===== config.mk =====
export PLATFORM = sky130hd
export DESIGN_NAME = mux_n_arb_reg
export DESIGN_NICKNAME = d
export VERILOG_FILES = /design/src/rtl/mux_n_arb_reg.sv
export SDC_FILE = /design/constraint.sdc
export NUM_CORES = 1
export LEC_CHECK = 0
export BUFFER_PORTS_ARGS = -buffer_cell sky130_fd_sc_hd__buf_2
export CORE_UTILIZATION = 47
export CTS_CLUSTER_SIZE = 40
export DETAILED_ROUTE_END_ITERATION = 7
export PLACE_DENSITY = 0.86
export SLEW_MARGIN = 0
export SYNTH_ARGS = -nofsm -noshare
export SYNTH_HDL_FRONTEND = slang
export SYNTH_SLANG_ARGS = --single-unit

===== constraint.sdc =====
create_clock -name CC_MUX_CLOCK_50 -period 4.95 [get_ports CC_MUX_CLOCK_50]
set_input_delay 0.99 -clock CC_MUX_CLOCK_50 [delete_from_list [all_inputs] [get_ports CC_MUX_CLOCK_50]]
set_output_delay 0.99 -clock CC_MUX_CLOCK_50 [all_outputs]
set_load 0.02 [all_outputs]

===== src/rtl/mux_n_arb_reg.sv =====
// mux_n_arb_reg: N-channel registered mux with valid/ready handshake, fixed-select or round-robin grant
module mux_n_arb_reg #(
   parameter int NUM_CHANNELS            = 4,
   parameter int DATAWIDTH_BUS           = 6,
   parameter int DATAWIDTH_MUX_SELECTION = 2
) (
   input  logic                                     CC_MUX_CLOCK_50,
   input  logic                                     CC_MUX_RESET_InHigh,
   input  logic [NUM_CHANNELS*DATAWIDTH_BUS-1:0]    CC_MUX_data_InBUS,
   input  logic [NUM_CHANNELS-1:0]                  CC_MUX_valid_InBUS,
   output logic [NUM_CHANNELS-1:0]                  CC_MUX_ready_OutBUS,
   input  logic                                     CC_MUX_mode_In,
   input  logic [DATAWIDTH_MUX_SELECTION-1:0]       CC_MUX_selection_InBUS,
   output logic [DATAWIDTH_BUS-1:0]                 CC_MUX_data_OutBUS,
   output logic                                     CC_MUX_valid_Out,
   output logic [DATAWIDTH_MUX_SELECTION-1:0]       CC_MUX_channel_OutBUS,
   input  logic                                     CC_MUX_ready_In
);
   localparam int N = NUM_CHANNELS;
   localparam int W = DATAWIDTH_BUS;
   localparam int S = DATAWIDTH_MUX_SELECTION;
   localparam logic EMPTY = 1'b0;
   localparam logic FULL  = 1'b1;
   logic         state, can_accept, rr_found, gnt;
   logic [S-1:0] sel, rr_ch, idx, gnt_ch, ptr;
   logic [W-1:0] ch_data [N];
   for (genvar k = 0; k < N; k++) begin : g_unpack
      assign ch_data[k] = CC_MUX_data_InBUS[k*W +: W];
   end
   // round-robin scan starting at ptr, wrapping modulo N
   always_comb begin
      rr_found = 1'b0;
      rr_ch    = '0;
      idx      = '0;
      for (int i = 0; i < N; i++) begin
         idx = S'((int'(ptr) + i) % N);
         if (!rr_found && CC_MUX_valid_InBUS[idx]) begin
            rr_found = 1'b1;
            rr_ch    = idx;
         end
      end
   end
   always_comb begin
      sel        = (int'(CC_MUX_selection_InBUS) < N) ? CC_MUX_selection_InBUS : '0;
      can_accept = (state == EMPTY) | CC_MUX_ready_In;
      gnt_ch     = CC_MUX_mode_In ? rr_ch : sel;
      gnt        = !CC_MUX_RESET_InHigh & can_accept & (CC_MUX_mode_In ? rr_found : CC_MUX_valid_InBUS[sel]);
      CC_MUX_ready_OutBUS = gnt ? ({{(N-1){1'b0}}, 1'b1} << gnt_ch) : '0;
   end
   assign CC_MUX_valid_Out = (state == FULL);
   always_ff @(posedge CC_MUX_CLOCK_50) begin
      if (CC_MUX_RESET_InHigh) begin
         state                 <= EMPTY;
         CC_MUX_data_OutBUS    <= '0;
         CC_MUX_channel_OutBUS <= '0;
         ptr                   <= '0;
      end else if (gnt) begin
         state                 <= FULL;
         CC_MUX_data_OutBUS    <= ch_data[gnt_ch];
         CC_MUX_channel_OutBUS <= gnt_ch;
         if (CC_MUX_mode_In)
            ptr <= (int'(gnt_ch) == N - 1) ? '0 : gnt_ch + 1'b1;
      end else if (CC_MUX_ready_In) begin
         state <= EMPTY;
      end
   end
endmodule


==> metrics <==
status=finished clean; Syn Area/Cell=8.82 um2; ANT cells=0; post-layout min period=around 3700 ps; total setup buffers inserted after CTS=0; Num CTS Buffers=3; initial DRC count=18; port bufs=46; fin area=between 1000 and 1500 um2; die height=45.5 um; final weighted congestion in routability-driven placement=between 0.7 and 0.8; CTS Buffer Depth=2; FP Rows=15; Post-DP Area=between 1000 and 1500 um2; actual slew at the worst max-slew pin=386 ps; Routed Antenna Nets=0; Final Slew Violations=0; most frequent cells in the layout=buf_2 (46), nor2_1 (12), dfxtp_1 (11); Hold WC Path Type=flip-flop to flip-flop; post-synthesis simple-gate area fraction=0.232; Routed wire per std cell=13.7 um; Post-Synth Adder-Cell Area=0.0140; initial core utilization=0.510; type of element launching the critical path=input port; Final nets=181; Period Utilization, post-route=0.756; final global-route overflow total=0; vias per inst=5.70; CTS H-tree depth=1; initial antenna violation count=0; # hold bufs at CTS=0; CP max FO=15; vias in the first global route=837; register clock-pin slew on the reported worst setup and hold paths=80 ps; Switching Fraction=0.370; final hold slack=496 ps; relative slew slack=0.739; Yosys reg bits=11; largest family of logic cells by synthesized area=compound AO/OA/AOI/OAI gates; Fin. Hold Viols=0; Leak=0.000548 uW; global-route wire length before repair=3660 um; drc violations=0; CTS sink count=11; Reg power frac=0.380; largest net degree at the start of global routing=18; Mapped Area=891 um2; die area=slightly above 2000 um2; proportion of synthesized area in mux cells=0.160; Synth warnings=0; DR pass1 iterations=4; P_int=between 150 and 200 uW; TritonCTS clock tree=done; Fmax=267 MHz; utilization after layout=0.646; placed cell count=166; Synth Area in Compound Gates=0.240; clock skew=1.18 ps; RSZ-0062 raised after global routing=no; Synth-to-Final Area Change=26.5%; Setup CP Type=input port to output port; setup violators final=0; sequential area share after synthesis=0.247; NetSw=104 uW; Clk Latency, worst-skew pair=270 ps; pwr dens=248 nW/um2; Layout Cells excl Fill=170; library cells used by synthesis=36; ratio of cells with drive above 1 in the final layout=0.407; Vias=969; I/O pin cnt=47; Worst EP required=between 3000 and 4000 ps; Worst Path Arrival=between 2000 and 3000 ps; routed wire length=2330 um; Max VDD drop=193 uV; most common cell after layout, fill and taps aside=buf_2; Die X=roughly 46 um; Synth Area in XOR/XNOR=0; all-layer global routing usage=0.242; setup TNS=0 ps; Mapped Nets=approximately 140; # resized after CTS=0; Clk network pwr share=0.233; max-cap violations=0; crit end category=output port; Synth Instances=101; Final HPWL DP=1750 um; CTS root buffer=clkbuf_4; Comb power frac=0.387; core area=1750 um2
## per-layer routing
layer	track usage	up-vias	share of wire
met5	0	-	0
met4	0.0970	0	0.0051
met3	0.0397	2	0.053
met2	0.374	35	0.49
met1	0.333	458	0.45
li1	-	474	-
## logic make-up after synthesis
family,after synthesis
AND/OR/NAND/NOR,35
AO/OA/AOI/OAI,26
buffers and inverters,16
multiplexers,12
flip-flops,11
adder cells (fa/ha/maj),1
## flip-flops by register name, indices dropped and copies added (netlist names)
register and cells:
CC_MUX_channel_OutBUS 2, CC_MUX_valid_Out 1, CC_MUX_data_OutBUS 6, ptr 2
## power groups by stage
| stage | sequential [uW] | combinational [uW] | clock [uW] |
|---|---|---|---|
| final | 107 | 108 | 65.1 |
| after global routing | 108 | 119 | 69.5 |
| after CTS | 106 | 108 | 65.0 |
| after detailed placement | 109 | 107 | 0 |
| after global placement | 108 | 105 | 0 |
| after floorplan | 119 | 66.0 | 0 |
## critical path, cell delays in order
cell and delay, ps:
buf_2 140, nor4bb_1 410, a211oi_1 100, a211o_1 410, inv_4 230, ha_1 170
and3_2 150, buf_2 150
## stage by stage
stage | setup WS [ps] | total power, uW
detailed placement | 1230 | 216
floorplan | 1490 | 185
CTS | 1220 | 279
global route | 1110 | 296
global placement | 1290 | 213
finish | 1210 | 280
## area by class of cell
type | instances | area, um2
Fill cell | 154 | 618
Tap cell | 25 | 31.3
Clock buffer | 4 | 26.3
Timing Repair Buffer | 47 | 238
Multi-Input combinational cell | 74 | 576
Sequential cell | 11 | 220
Inverter | 9 | 36.3
## path summary, 6_finish.rpt
check / cells past startpoint / start / endpoint / slack, ps
worst max register to register: 7 / ptr[1]$_SDFFE_PP0P_ / ptr[1]$_SDFFE_PP0P_ / 2840
worst min register to register: 2 / CC_MUX_channel_OutBUS[1]$_SDFFE_PP0P_ / CC_MUX_channel_OutBUS[1]$_SDFFE_PP0P_ / 500
worst min-delay path: 2 / CC_MUX_channel_OutBUS[1]$_SDFFE_PP0P_ / CC_MUX_channel_OutBUS[1]$_SDFFE_PP0P_ / 500
worst max-delay path: 8 / CC_MUX_valid_InBUS[0] / CC_MUX_ready_OutBUS[3] / 1210
## cells in the mapped netlist, drive strengths merged
master	number	share of area
a211o	1	0.0098
a211oi	7	0.059
a21boi	1	0.0084
a21oi	1	0.0056
a41oi	6	0.059
and2	1	0.0098
and2b	1	0.0084
and3	3	0.024
and4bb	1	0.014
buf	6	0.062
clkbuf	1	0.0042
dfxtp	11	0.25
ha	1	0.014
inv	9	0.041
mux2	2	0.029
mux2i	9	0.10
mux4	1	0.029
nand2	1	0.0042
nand2b	4	0.028
nand4	6	0.042
nor2	12	0.051
nor2b	1	0.0070
nor4bb	1	0.011
o211a	1	0.011
o211ai	7	0.059
o2bb2ai	1	0.0098
o41ai	1	0.018
or2	1	0.0070
or2b	2	0.017
or4	1	0.0084
No activity file was read; power rests on OpenSTA's default activity.
